**src/rtl/i8008_cpu.sv**
```systemverilog
`default_nettype none
// +----------------------------------------------------------------------+
// | i8008_cpu : one-state-per-clock Intel 8008 subset with split D bus   |
// | Revision  : 1.0                                                      |
// +----------------------------------------------------------------------+
module i8008_cpu #(
   parameter int WIDTH        = 8,
   parameter int STACK_HEIGHT = 8
) (
   input  logic             clk,
   input  logic             rst,
   input  logic [WIDTH-1:0] D_in,
   input  logic             INTR,
   input  logic             READY,
   output logic [WIDTH-1:0] D_out,
   output logic             Sync,
   output logic [2:0]       state
);

   localparam int SP_W = (STACK_HEIGHT > 1) ? $clog2(STACK_HEIGHT) : 1;
   localparam logic [1:0] PCI = 2'b00;
   localparam logic [1:0] PCR = 2'b01;
   localparam logic [1:0] PCW = 2'b11;

   typedef enum logic [2:0] {
      ST_WAIT    = 3'b000,
      ST_T2      = 3'b001,
      ST_T1      = 3'b010,
      ST_T1I     = 3'b011,
      ST_T3      = 3'b100,
      ST_T5      = 3'b101,
      ST_STOPPED = 3'b110,
      ST_T4      = 3'b111
   } state_t;

   state_t           cur;
   logic [SP_W-1:0]  sp;
   logic [13:0]      stack [0:STACK_HEIGHT-1];
   logic [WIDTH-1:0] regs [0:7];   // slot 7 is the M code and is never written
   logic [WIDTH-1:0] ir;
   logic [WIDTH-1:0] tmp_lo;
   logic [5:0]       tmp_hi;
   logic [1:0]       cyc;
   logic             int_ack;
   logic             flag_c, flag_z, flag_s, flag_p;

   logic [13:0]      pc, addr, target;
   logic [SP_W-1:0]  sp_inc, sp_dec;
   logic [2:0]       ddd, sss;
   logic             is_hlt, is_lri, is_lmi, is_alui, is_jmp, is_cal, is_ret, is_rst;
   logic             is_inr, is_dcr, is_rot, is_alur, is_mov, mem_rd, mem_wr;
   logic             wr_cycle, use_hl, pc_addressed, d_hlt;
   logic [1:0]       last_cyc, ctype;
   logic [WIDTH-1:0] src, alu_b, wr_data, incdec, rot_res;
   logic [WIDTH:0]   alu_res;
   logic             rot_c;

   assign pc     = stack[sp];
   assign sp_inc = (sp == SP_W'(STACK_HEIGHT - 1)) ? '0 : sp + SP_W'(1);
   assign sp_dec = (sp == '0) ? SP_W'(STACK_HEIGHT - 1) : sp - SP_W'(1);
   assign ddd    = ir[5:3];
   assign sss    = ir[2:0];
   assign target = {tmp_hi, tmp_lo};

   assign is_hlt  = (ir == 8'h00) || (ir == 8'h01) || (ir == 8'hFF);
   assign is_lri  = (ir[7:6] == 2'b00) && (sss == 3'b110);
   assign is_lmi  = is_lri && (ddd == 3'd7);
   assign is_alui = (ir[7:6] == 2'b00) && (sss == 3'b100);
   assign is_jmp  = (ir[7:6] == 2'b01) && (sss == 3'b100);
   assign is_cal  = (ir[7:6] == 2'b01) && (sss == 3'b110);
   assign is_ret  = (ir[7:6] == 2'b00) && (sss == 3'b111);
   assign is_rst  = (ir[7:6] == 2'b00) && (sss == 3'b101);
   assign is_inr  = (ir[7:6] == 2'b00) && (sss == 3'b000) && (ddd != 3'd0) && (ddd != 3'd7);
   assign is_dcr  = (ir[7:6] == 2'b00) && (sss == 3'b001) && (ddd != 3'd0) && (ddd != 3'd7);
   assign is_rot  = (ir[7:6] == 2'b00) && (sss == 3'b010) && !ddd[2];
   assign is_alur = (ir[7:6] == 2'b10);
   assign is_mov  = (ir[7:6] == 2'b11) && !is_hlt;
   assign mem_rd  = (is_alur && sss == 3'd7) || (is_mov && sss == 3'd7);
   assign mem_wr  = is_mov && (ddd == 3'd7);

   assign last_cyc = (is_jmp || is_cal || is_lmi) ? 2'd2 :
                     ((is_lri || is_alui || mem_rd || mem_wr) ? 2'd1 : 2'd0);

   // Cycle 0 is always the PC fetch; later cycles go to H:L only for M operands.
   assign wr_cycle     = (mem_wr && cyc == 2'd1) || (is_lmi && cyc == 2'd2);
   assign use_hl       = (cyc != 2'd0) && (wr_cycle || mem_rd);
   assign pc_addressed = (cyc == 2'd0) ? !int_ack : !use_hl;
   assign ctype        = (cyc == 2'd0) ? PCI : (wr_cycle ? PCW : PCR);
   assign addr         = use_hl ? {regs[5][5:0], regs[6]} : pc;
   assign d_hlt        = (D_in == 8'h00) || (D_in == 8'h01) || (D_in == 8'hFF);

   assign src     = (sss == 3'd7) ? tmp_lo : regs[sss];
   assign alu_b   = is_alui ? tmp_lo : src;
   assign wr_data = is_lmi ? tmp_lo : regs[sss];
   assign incdec  = sss[0] ? regs[ddd] - WIDTH'(1) : regs[ddd] + WIDTH'(1);

   always_comb begin
      alu_res = '0;
      case (ddd)
         3'd0:    alu_res = {1'b0, regs[0]} + {1'b0, alu_b};
         3'd1:    alu_res = {1'b0, regs[0]} + {1'b0, alu_b} + {{WIDTH{1'b0}}, flag_c};
         3'd2:    alu_res = {1'b0, regs[0]} - {1'b0, alu_b};
         3'd3:    alu_res = {1'b0, regs[0]} - {1'b0, alu_b} - {{WIDTH{1'b0}}, flag_c};
         3'd4:    alu_res = {1'b0, regs[0] & alu_b};
         3'd5:    alu_res = {1'b0, regs[0] ^ alu_b};
         3'd6:    alu_res = {1'b0, regs[0] | alu_b};
         default: alu_res = {1'b0, regs[0]} - {1'b0, alu_b};
      endcase
   end

   always_comb begin
      rot_res = regs[0];
      rot_c   = flag_c;
      case (ddd[1:0])
         2'd0: begin rot_res = {regs[0][WIDTH-2:0], regs[0][WIDTH-1]}; rot_c = regs[0][WIDTH-1]; end
         2'd1: begin rot_res = {regs[0][0], regs[0][WIDTH-1:1]};       rot_c = regs[0][0];       end
         2'd2: begin rot_res = {regs[0][WIDTH-2:0], flag_c};           rot_c = regs[0][WIDTH-1]; end
         default: begin rot_res = {flag_c, regs[0][WIDTH-1:1]};       rot_c = regs[0][0];       end
      endcase
   end

   always_comb begin
      D_out = '0;
      case (cur)
         ST_T1, ST_T1I: D_out = addr[7:0];
         ST_T2:         D_out = {ctype, addr[13:8]};
         ST_T3:         if (ctype == PCW) D_out = wr_data;
         default:       D_out = '0;
      endcase
   end

   assign state = cur;

   always_ff @(posedge clk or negedge rst) begin
      if (!rst) begin
         cur     <= ST_T1;
         Sync    <= 1'b1;
         sp      <= '0;
         cyc     <= 2'd0;
         ir      <= '0;
         tmp_lo  <= '0;
         tmp_hi  <= '0;
         int_ack <= 1'b0;
         flag_c  <= 1'b0;
         flag_z  <= 1'b0;
         flag_s  <= 1'b0;
         flag_p  <= 1'b0;
         for (int i = 0; i < STACK_HEIGHT; i++) stack[i] <= '0;
         for (int i = 0; i < 8; i++) regs[i] <= '0;
      end else begin
         Sync <= 1'b0;
         case (cur)
            ST_T1, ST_T1I: cur <= ST_T2;
            ST_T2, ST_WAIT: cur <= READY ? ST_T3 : ST_WAIT;
            ST_T3: begin
               if (pc_addressed) stack[sp] <= pc + 14'd1;
               if (cyc == 2'd0) begin
                  ir  <= D_in;
                  cur <= d_hlt ? ST_STOPPED : ST_T4;
               end else begin
                  if (ctype != PCW) begin
                     if (cyc == 2'd1) tmp_lo <= D_in;
                     else             tmp_hi <= D_in[5:0];
                  end
                  cur <= ST_T4;
               end
            end
            ST_T4: cur <= ST_T5;
            ST_T5: begin
               Sync <= 1'b1;
               if (cyc == last_cyc) begin
                  cyc     <= 2'd0;
                  int_ack <= INTR;
                  cur     <= INTR ? ST_T1I : ST_T1;
                  if (is_jmp) begin
                     stack[sp] <= target;
                  end else if (is_cal) begin
                     sp            <= sp_inc;
                     stack[sp_inc] <= target;
                  end else if (is_ret) begin
                     sp <= sp_dec;
                  end else if (is_rst) begin
                     sp            <= sp_inc;
                     stack[sp_inc] <= {8'd0, ddd, 3'b000};
                  end else if (is_lri && !is_lmi) begin
                     regs[ddd] <= tmp_lo;
                  end else if (is_mov && ddd != 3'd7) begin
                     regs[ddd] <= src;
                  end else if (is_alur || is_alui) begin
                     if (ddd != 3'd7) regs[0] <= alu_res[WIDTH-1:0];
                     flag_c <= alu_res[WIDTH];
                     flag_z <= (alu_res[WIDTH-1:0] == '0);
                     flag_s <= alu_res[WIDTH-1];
                     flag_p <= ~^alu_res[WIDTH-1:0];
                  end else if (is_inr || is_dcr) begin
                     regs[ddd] <= incdec;
                     flag_z    <= (incdec == '0);
                     flag_s    <= incdec[WIDTH-1];
                     flag_p    <= ~^incdec;
                  end else if (is_rot) begin
                     regs[0] <= rot_res;
                     flag_c  <= rot_c;
                  end
               end else begin
                  cyc <= cyc + 2'd1;
                  cur <= ST_T1;
               end
            end
            ST_STOPPED: begin
               if (INTR) begin
                  cur     <= ST_T1I;
                  cyc     <= 2'd0;
                  int_ack <= 1'b1;
                  Sync    <= 1'b1;
               end
            end
            default: cur <= ST_T1;
         endcase
      end
   end

endmodule
`default_nettype wire

```
**config.mk**
```make
export PLATFORM = sky130hd
export DESIGN_NAME = i8008_cpu
export DESIGN_NICKNAME = d
export VERILOG_FILES = /design/src/rtl/i8008_cpu.sv
export SDC_FILE = /design/constraint.sdc
export NUM_CORES = 1
export LEC_CHECK = 0
export ABC_AREA = 1
export CORE_AREA = 2 2 216 154
export CTS_CLUSTER_SIZE = 20
export DETAILED_ROUTE_END_ITERATION = 7
export DIE_AREA = 0 0 218 156
export HOLD_SLACK_MARGIN = 0.05
export PLACE_DENSITY = 0.66
export SLEW_MARGIN = 30
export SYNTH_ARGS = -nofsm -noshare
export SYNTH_HDL_FRONTEND = slang
export SYNTH_SLANG_ARGS = --single-unit
```
**constraint.sdc**
```tcl
create_clock -name clk -period 7.02 [get_ports clk]
set_clock_uncertainty 0.05 [all_clocks]
set_input_delay 0.702 -clock clk [delete_from_list [all_inputs] [get_ports clk]]
set_output_delay 0.702 -clock clk [all_outputs]
set_load 0.005 [all_outputs]
```
# Yosys cells after proc, flatten, opt, wreduce, memory -nomap -nowiden
# Index checks and enable logic that the tools add are counted.
totals:
  reg_bits: 209
  input_bits: 12
  output_inout_bits: 12
  wordCells: 251
op_classes:
  addsub: 10
  magnitude_cmp: 7
  eq_ne: 43
  muxes: 75
  n_bitwise: 15
  reduce_logical: 76
ops:
  columns: ["operator", "count"]
  rows:
  - ["2-to-1 mux 112 bit", 6]
  - ["bitwise mux 112 bit", 4]
  - ["case mux 112 bit (2 select lines)", 1]
  - ["bitwise mux 64 bit", 3]
  - ["2-to-1 mux 64 bit", 2]
  - ["2-to-1 mux 56 bit", 2]
  - ["2-to-1 mux 8 bit", 14]
  - ["demux 14 bit (select 3 bit)", 2]
  - ["2-to-1 mux 14 bit", 5]
  - ["case mux 9 bit (6 select lines)", 1]
  - ["binary-select mux 8 bit (select 3 bit)", 2]
  - ["case mux 8 bit (3 select lines)", 2]
  - ["binary-select mux 14 bit (select 3 bit)", 1]
  - ["== test 3 bit (second input constant)", 13]
  - ["logical AND 1 bit", 27]
  - ["demux 8 bit (select 3 bit)", 1]
  - ["2-to-1 mux 3 bit", 7]
  - ["case mux 3 bit (6 select lines)", 1]
  - ["== test 8 x 1 -> 1 bit (second input constant)", 2]
  - ["== test 8 bit (second input constant)", 2]
  - [">= comparator 4 bit (second input constant)", 4]
  - ["logical NOT 8 bit", 2]
  - ["inverter 3 -> 4 bit", 4]
  - ["AND reduction 8 bit", 2]
  - ["40 further kinds", 116]

# Longest topological paths before layout
# Gate-level depths: netlist (run 1).
depth:
  depth_word: 14
  mapped_depth: 32
  mapped_depth_nobuf: 29

# Worst setup path after synthesis (run 1)
# OpenSTA, ideal clock, no wires.
synth_timing:
  kind: "register -> register"
  start: "register ir[0]"
  end: "register flag_c"
  setup_time_ns: 0.123
  arrival_ns: 3.642
  required_ns: 6.847
  path_slack_ns: 3.205
  stages_incl_launch_ff: 23
  path_buffers: 1
  synth_period_minus_slack_ns: 3.815
  cell_sequence: "dfrtp_1 nand2_1 clkbuf_1 o22ai_1 o31ai_1 or2_2 nand3_1 o21ai_0 inv_1 ha_1 fa_1 ha_1 inv_1 nor2_1 nand3_1 nor2_1 nand3_1 nor2_1 nand2_1 nand2_1 o21ai_0 o21ai_0 nand2_1"
synth_via:
  elab_chain_len: 13
  elab_cells_between_ends: 67
  classes_between: "4 x add/sub; 10 x eq/ne; 9 x mux; 7 x bitwise; 37 x reduce/logical"
synth_lines:
  columns: ["element", "line_no", "source"]
  rows:
  - ["start: declaration", "40", "logic [WIDTH-1:0] ir;"]
  - ["start signal: assignment", "158", "ir <= D_in;"]
  - ["branches (longest 13 deep; another with subtractor 8 x 8 -> 9 bit)", null, null]
  - ["end signal: assignment", "191", "flag_c <= alu_res[WIDTH];"]
  - ["end signal: assignment", "202", "flag_c <= rot_c;"]
  - ["end: declaration", "45", "logic flag_c, flag_z, flag_s, flag_p;"]
# Parallel ways; which one is timed is not known. The select of a mux whose other input is x is not followed.
# A chain may end at the register's enable or synchronous reset.

# Final worst setup path (run 1)
layout_timing:
  start: "register ir[3]"
  end: "output D_out[7]"
layout_via:
  elab_chain_len: 13
  elab_cells_between_ends: 24
  classes_between: "4 x eq/ne; 6 x mux; 14 x reduce/logical"
layout_lines:
  columns: ["element", "line_no", "source"]
  rows:
  - ["== test 8 x 1 -> 1 bit / logical NOT 8 bit (equally long branches)", "65", "assign is_hlt = (ir == 8'h00) || (ir == 8'h01) || (ir == 8'hFF);"]
  - ["logical OR 1 bit (2 in a row)", "65", null]
  - ["logical NOT 1 bit", "77", "assign is_mov = (ir[7:6] == 2'b11) && !is_hlt;"]
  - ["logical AND 1 bit", "77", null]
  - ["logical AND 1 bit", "79", "assign mem_wr = is_mov && (ddd == 3'd7);"]
  - ["logical AND 1 bit", "85", "assign wr_cycle = (mem_wr && cyc == 2'd1) || (is_lmi && cyc == 2'd2);"]
  - ["logical OR 1 bit", "85", null]
  - ["2-to-1 mux 2 bit (2 in a row)", "88", "assign ctype = (cyc == 2'd0) ? PCI : (wr_cycle ? PCW : PCR);"]
  - ["== test 2 bit", "127", "ST_T3: if (ctype == PCW) D_out = wr_data;"]
  - ["2-to-1 mux 8 bit", "127", null]
  - ["case mux 8 bit (3 select lines) *", "124", "case (cur)"]
  - ["end: declaration", "15", "output logic [WIDTH-1:0] D_out,"]
# Every way passes the cells marked *; elsewhere a longest branch is shown, timed or not.

==> results of run 1 <==
==> state kept, by name, summed over array words and instances (netlist names) <==
name / cells
regs: 64
Sync: 1
cyc: 2
tmp_hi: 6
sp: 3
stack: 112
tmp_lo: 8
flag_c: 1
state: 3
ir: 8
int_ack: 1
==> per-layer routing <==
layer	part of all wire (%)	track usage (%)
met3	17	16.5
met2	36	48.8
met4	1.9	7.19
met1	45	63.2
met5	0	0
==> worst paths after layout <==
check                      cells past startpoint  slack, ns   endpoint
min in group clk                               0       0.33    regs[1]
max                                           14       1.43   D_out[7]
min                                            1       0.05    regs[6]
max in group asynchronous                      2       5.61  stack[16]
min reg2reg                                    0       0.33    regs[1]
max reg2reg                                   24       2.01   regs[62]
==> cells in the final DEF (no fill, tap or decap), types with 22 or more instances in the layout <==
cell	synthesis	final
nand2_1	741	741
inv_1	268	268
dfrtp_1	207	207
nor2_1	180	179
nand3_1	174	174
o21ai_0	173	173
o22ai_1	75	75
a21oi_1	67	66
nor3_1	44	44
ha_1	42	42
a21boi_1	41	41
inv_2	28	28
clkbuf_16	0	25
nand4_1	24	24
a22oi_1	22	22
clkdlybuf4s50_1	0	22
==> cell families after synthesis <==
logic type / Yosys count / synth area share (%)
simple gates: 1230 / 33.6
compound gates: 493 / 19.1
buf+inv: 381 / 9.64
flops: 209 / 33.0
fa+ha+maj: 45 / 3.70
xor+xnor: 9 / 0.545
mux: 5 / 0.355
==> power by group <==
group / internal [mW] / leakage, nW / switching (mW)
logic: 1.57 / 5.26 / 4.35
clock network: 0.759 / 0.392 / 0.568
registers: 1.55 / 2.75 / 0.393
==> layout make-up <==
cell class,instances,area [um^2],area share [%]
Multi-Input combinational cell,1782,9110,53.0
Clock inverter,12,131,0.764
Tap cell,427,534,3.11
Sequential cell,209,5230,30.4
Clock buffer,31,678,3.95
Timing Repair Buffer,29,304,1.77
Inverter,313,1200,6.97
==> metrics by stage <==
step / hold WS (ns) / area (um^2) / utilization (%) / setup slack, ns / power, mW
after floorplan: 0.356 / 15800 / - / 3.20 / 5.55
after global placement: 0.316 / 16300 / 51.1 / 2.09 / 7.50
after detailed placement: 0.316 / 16400 / 51.3 / 2.19 / 7.55
after CTS: 0.0836 / 17200 / 53.8 / 1.61 / 8.88
after global routing: 0.0939 / 17200 / 53.8 / 1.20 / 9.74
final: 0.0487 / 17200 / 53.8 / 1.43 / 9.19
==> impl_metrics.env, run 1 <==
export IMPL_die_w_um=218
export IMPL_finalSetupViolations=0
export IMPL_port_buffers=23
export IMPL_rsz0062_at_grt="false"
export IMPL_clk_latency_ns=0.56
export IMPL_critPathSlowestCell="dfrtp_1"
export IMPL_grt_use_total_pct=39.9
export IMPL_drt_first_iter_violations=2976
export IMPL_grt_pass1_vias=15696
export IMPL_drive_gt1_share_pct=6.69
export IMPL_synth_top_area_share_pct=32.7
export IMPL_dr_pass1_iters=6
export IMPL_status="finished, final reports clean"
export IMPL_htree_num_levels=1
export IMPL_ys_flop_type="dfrtp_1"
export IMPL_numCtsBuffers=24
export IMPL_cp_top_family="simple AND/OR/NAND/NOR gates"
export IMPL_post_cts_resized=0
export IMPL_clock_sinks=209
export IMPL_place_hpwl_um=51600
export IMPL_cp_startpoint="ir[3]"
export IMPL_synth_seq_cells=209
export IMPL_r2r_start="ir[1]"
export IMPL_final_cells=2803
export IMPL_ios=24
export IMPL_cts_setup_buffers=0
export IMPL_worst_setup_path_type="reg2out"
export IMPL_syn_area_um2=15800
export IMPL_async_flop_share_pct=100
export IMPL_synth_edf_count=0
export IMPL_seq_area_frac_synth_pct=33.0
export IMPL_finalCritPeriodShare_pct=79.6
export IMPL_worst_slew_pin_slew_ns=1.07
export IMPL_cts_root_buf="clkbuf_16"
export IMPL_dieArea_um2=34000
export IMPL_coreArea_um2=31900
export IMPL_ir_drop_uv=290
export IMPL_dp_cells=2760
export IMPL_fmax_ghz=0.179
export IMPL_layout_nets=2416
export IMPL_num_rows=55
export IMPL_synth_fp_nets=2429
export IMPL_vias_per_cell=6.27
export IMPL_synth_area_top_cells="dfrtp_1, nand2_1, inv_1, nand3_1, o21ai_0"
export IMPL_maxSlewViolCount=0
export IMPL_relSlewSlack_pct=28.1
export IMPL_diodes=0
export IMPL_start_kind="flop"
export IMPL_yosysWarnings=0
export IMPL_finalHoldViolations=0
export IMPL_antenna_found_initial=0
export IMPL_fp_dieH_um=156
export IMPL_period_needed_ns=5.59
export IMPL_gp_congestion=1.02
export IMPL_ant_nets=0
export IMPL_synth_top_cell_by_area="dfrtp_1"
export IMPL_fillCellCount=3232
export IMPL_synth_top_cells_by_count="nand2_1, inv_1, dfrtp_1, nor2_1, nand3_1"
export IMPL_cpPeakStageDelay_ns=0.74
export IMPL_avgRoutedWirePerCell_um=24.3
export IMPL_cp_required_ns=6.27
export IMPL_crit_chain="nand2_2 > inv_4 > nand2_4 > inv_2 > nand2_2 > inv_2 > nand2_1 > o21ai_1 > inv_2 > nand2_1 > nand2_1 > o21ai_0 > a22o_1 > clkdlybuf4s50_1"
export IMPL_clk_pin_slew_ns=0.06
export IMPL_floorplan_initialDensity_pct=49.6
export IMPL_end_kind="primary output"
export IMPL_worstPathBufferInverterCount=5
export IMPL_wl_um=68200
export IMPL_synthCells=2372
export IMPL_grt_max_degree=79
export IMPL_drc=0
export IMPL_hp_class="in2async"
export IMPL_critPathMaxFanout=25
export IMPL_synth_most_common_cell="nand2_1"
export IMPL_cts_buffer_depth=3
export IMPL_cts_tree="done"
export IMPL_area_growth_syn_to_layout_pct=8.48
export IMPL_power_leakage_nw=8.40
export IMPL_via_count=17575
export IMPL_power_density_nw_per_um2=535
export IMPL_ys_types=61
export IMPL_final_setup_tns_ns=0
export IMPL_arrival_ns=4.83
export IMPL_drv_cap=0
export IMPL_hold_buffers=0
export IMPL_grt_pass1_wl_um=101000
export IMPL_overflow=0
export IMPL_avgSynthCellArea_um2=6.68
(Power assumes the default switching activity.)
==> run 2: changes to the inputs <==
--- a/config.mk
+++ b/config.mk
@@ -11,7 +11,7 @@
 export DETAILED_ROUTE_END_ITERATION = 7
 export DIE_AREA = 0 0 218 156
 export HOLD_SLACK_MARGIN = 0.05
-export PLACE_DENSITY = 0.66
+export PLACE_DENSITY = 0.68
 export SLEW_MARGIN = 30
 export SYNTH_ARGS = -nofsm -noshare
 export SYNTH_HDL_FRONTEND = slang
==> constraint.sdc (replaced) <==
create_clock -name clk -period 4.9 [get_ports clk]
set_clock_uncertainty 0.05 [all_clocks]
set_input_delay 0.49 -clock clk [delete_from_list [all_inputs] [get_ports clk]]
set_output_delay 0.49 -clock clk [all_outputs]
set_load 0.005 [all_outputs]
==> run 2 against run 1 <==
Effect of this change: hold slack better by 0.28 ns; die area stayed put; largest cell class unchanged; power is 45% higher; non-clock buffer count is 43 higher; critical path type is now reg2reg; register-to-register slack worse by 1.7 ns; sequential power is 38% higher; clock power is 30% higher; count of clock-buffer cells in the layout is 3 lower; final area is 1.1% higher; highest routed layer unchanged; critical path depth is 10 higher; via count is 0.84% lower; global-route usage is 0.091 points higher.
==> impl_metrics.env, run 2 (synthesis gave the netlist of run 1 again) <==
export IMPL_numCtsBuffers=22
export IMPL_dp_cells=2802
export IMPL_drt_first_iter_violations=2822
export IMPL_critPathMaxFanout=9
export IMPL_finalCritPeriodShare_pct=93.0
export IMPL_critPathSlowestCell="fa_1"
export IMPL_top_regs="stack: 112 flops, regs: 64 flops"
export IMPL_cp_startpoint="ir[0]"
export IMPL_grt_pass1_vias=16076
export IMPL_cp_required_ns=5.29
export IMPL_power_density_nw_per_um2=765
export IMPL_diodes=0
export IMPL_drive_gt1_share_pct=7.92
export IMPL_drc=0
export IMPL_worstPathBufferInverterCount=4
export IMPL_largest_reg_flops=112
export IMPL_avgRoutedWirePerCell_um=23.9
export IMPL_cp_top_family="simple AND/OR/NAND/NOR gates"
export IMPL_grt_pass1_wl_um=101000
export IMPL_drv_cap=0
export IMPL_ant_nets=0
export IMPL_antenna_found_initial=0
export IMPL_path_common_cell="nand2_1"
export IMPL_final_common_cell="nand2_1"
export IMPL_clk_pin_slew_ns=0.07
export IMPL_largest_register="stack"
export IMPL_r2r_start="ir[0]"
export IMPL_cts_tree="done"
export IMPL_finalHoldViolations=0
export IMPL_start_kind="flop"
export IMPL_htree_num_levels=1
export IMPL_wl_um=67800
export IMPL_final_setup_tns_ns=0
export IMPL_clk_latency_ns=0.56
export IMPL_cpPeakStageDelay_ns=0.56
export IMPL_ir_drop_uv=408
export IMPL_grt_max_degree=108
export IMPL_finalSetupViolations=0
export IMPL_end_kind="flop"
export IMPL_dr_pass1_iters=8
export IMPL_rsz0062_at_grt="false"
export IMPL_fmax_ghz=0.219
export IMPL_coreArea_um2=31900
export IMPL_maxSlewViolCount=0
export IMPL_hp_start="regs[6]"
export IMPL_num_rows=55
export IMPL_cts_root_buf="clkbuf_16"
export IMPL_setup_ws_ns=0.344
export IMPL_hp_class="reg2reg"
export IMPL_grt_use_total_pct=40.0
export IMPL_place_hpwl_um=52000
export IMPL_status="finished, final reports clean"
export IMPL_overflow=0
export IMPL_relSlewSlack_pct=34.1
export IMPL_area_growth_syn_to_layout_pct=9.69
export IMPL_worst_slew_pin_slew_ns=0.985
export IMPL_via_count=17428
export IMPL_clock_sinks=209
export IMPL_arrival_ns=4.95
export IMPL_power_leakage_nw=8.55
export IMPL_dpl_instance_area_um2=16700
export IMPL_ios=24
export IMPL_layout_nets=2457
export IMPL_period_needed_ns=4.56
export IMPL_die_w_um=218
export IMPL_crit_chain="inv_2 > nand2_4 > clkinv_1 > a21oi_1 > nand3_1 > o31ai_1 > nand2_1 > nand2_1 > nand2_1 > o21ai_0 > inv_1 > fa_1 > ha_1 > inv_1 > nor2_1 > nand3_1 > nor2_1 > nand3_1 > nor2_1 > nand2_1 > nand2_1 > o21ai_0 > o21ai_0 > nand2_1"
export IMPL_fp_dieH_um=156
export IMPL_final_area_um2=17400
export IMPL_dieArea_um2=34000
export IMPL_gp_congestion=1.04
export IMPL_final_cells=2840
export IMPL_pre_cts_ws_ns=0.402
export IMPL_floorplan_initialDensity_pct=49.6
export IMPL_worst_setup_path_type="reg2reg"
export IMPL_vias_per_cell=6.14
export IMPL_cts_buffer_depth=3
export IMPL_final_cell_mix="nand2_1, inv_1, dfrtp_1"
export IMPL_port_buffers=23
[run 2: what timing repair did]
action | CTS | global route
endpoints found under the hold margin | 100 | 0
endpoints found under the setup margin | 0 | 2
hold buffers | 1 | 0
buffers inserted | 0 | 0
gates resized for setup | 0 | 3
[run 2: worst reg2reg max path, cell delays in order (launching register included)]
cell and delay [ns]:
dfrtp_1 0.50, inv_2 0.17, nand2_4 0.09, clkinv_1 0.31, a21oi_1 0.27, nand3_1 0.15
o31ai_1 0.17, nand2_1 0.18, nand2_1 0.12, nand2_1 0.05, o21ai_0 0.18, inv_1 0.19
fa_1 0.56, ha_1 0.18, inv_1 0.04, nor2_1 0.16, nand3_1 0.13, nor2_1 0.21
nand3_1 0.13, nor2_1 0.14, nand2_1 0.07, nand2_1 0.05, o21ai_0 0.09, o21ai_0 0.17
nand2_1 0.06
[run 2: final timing paths]
kind	slack (ns)	end	depth (start not counted)
max in group asynchronous	3.16	stack[68]	3
worst max register to register	0.34	flag_c	24
worst min register to register	0.33	regs[6]	0
worst min-delay path	0.33	regs[6]	0
worst max-delay path	0.34	flag_c	24
min in group asynchronous	0.53	regs[37]	2
[run 2: report_power, final]
part	leakage, nW	internal [mW]	switching (mW)	total [mW]
sequential	2.75	2.22	0.452	2.67
combinational	5.45	2.46	6.44	8.90
clock	0.349	0.963	0.765	1.73
total	8.55	5.64	7.66	13.3
[run 2: metrics by stage]
step	hold WS (ns)	total power [mW]	util, %
after floorplan	0.144	7.95	-
after global placement	0.317	11.1	52.2
after detailed placement	0.318	11.1	52.2
after CTS	0.331	12.9	54.4
after global routing	0.335	14.1	54.4
final	0.326	13.3	54.4
[run 2: layout make-up]
| type | count | area (um^2) |
|---|---|---|
| flip-flops and latches | 209 | 5230 |
| clock inverters | 9 | 110 |
| fillers | 3198 | 14600 |
| repair buffers | 72 | 618 |
| well taps | 427 | 534 |
| clock buffers | 28 | 593 |
| inverters | 313 | 1200 |
| multi-input cells | 1782 | 9090 |
[run 2: metal layers]
| layer | wire, um | track usage [%] | part of all wire [%] |
|---|---|---|---|
| met1 | 30400 | 60.8 | 45 |
| met3 | 12000 | 20.0 | 18 |
| met2 | 24000 | 48.9 | 35 |
| met4 | 1380 | 8.13 | 2.0 |
| met5 | 0 | 0 | 0 |
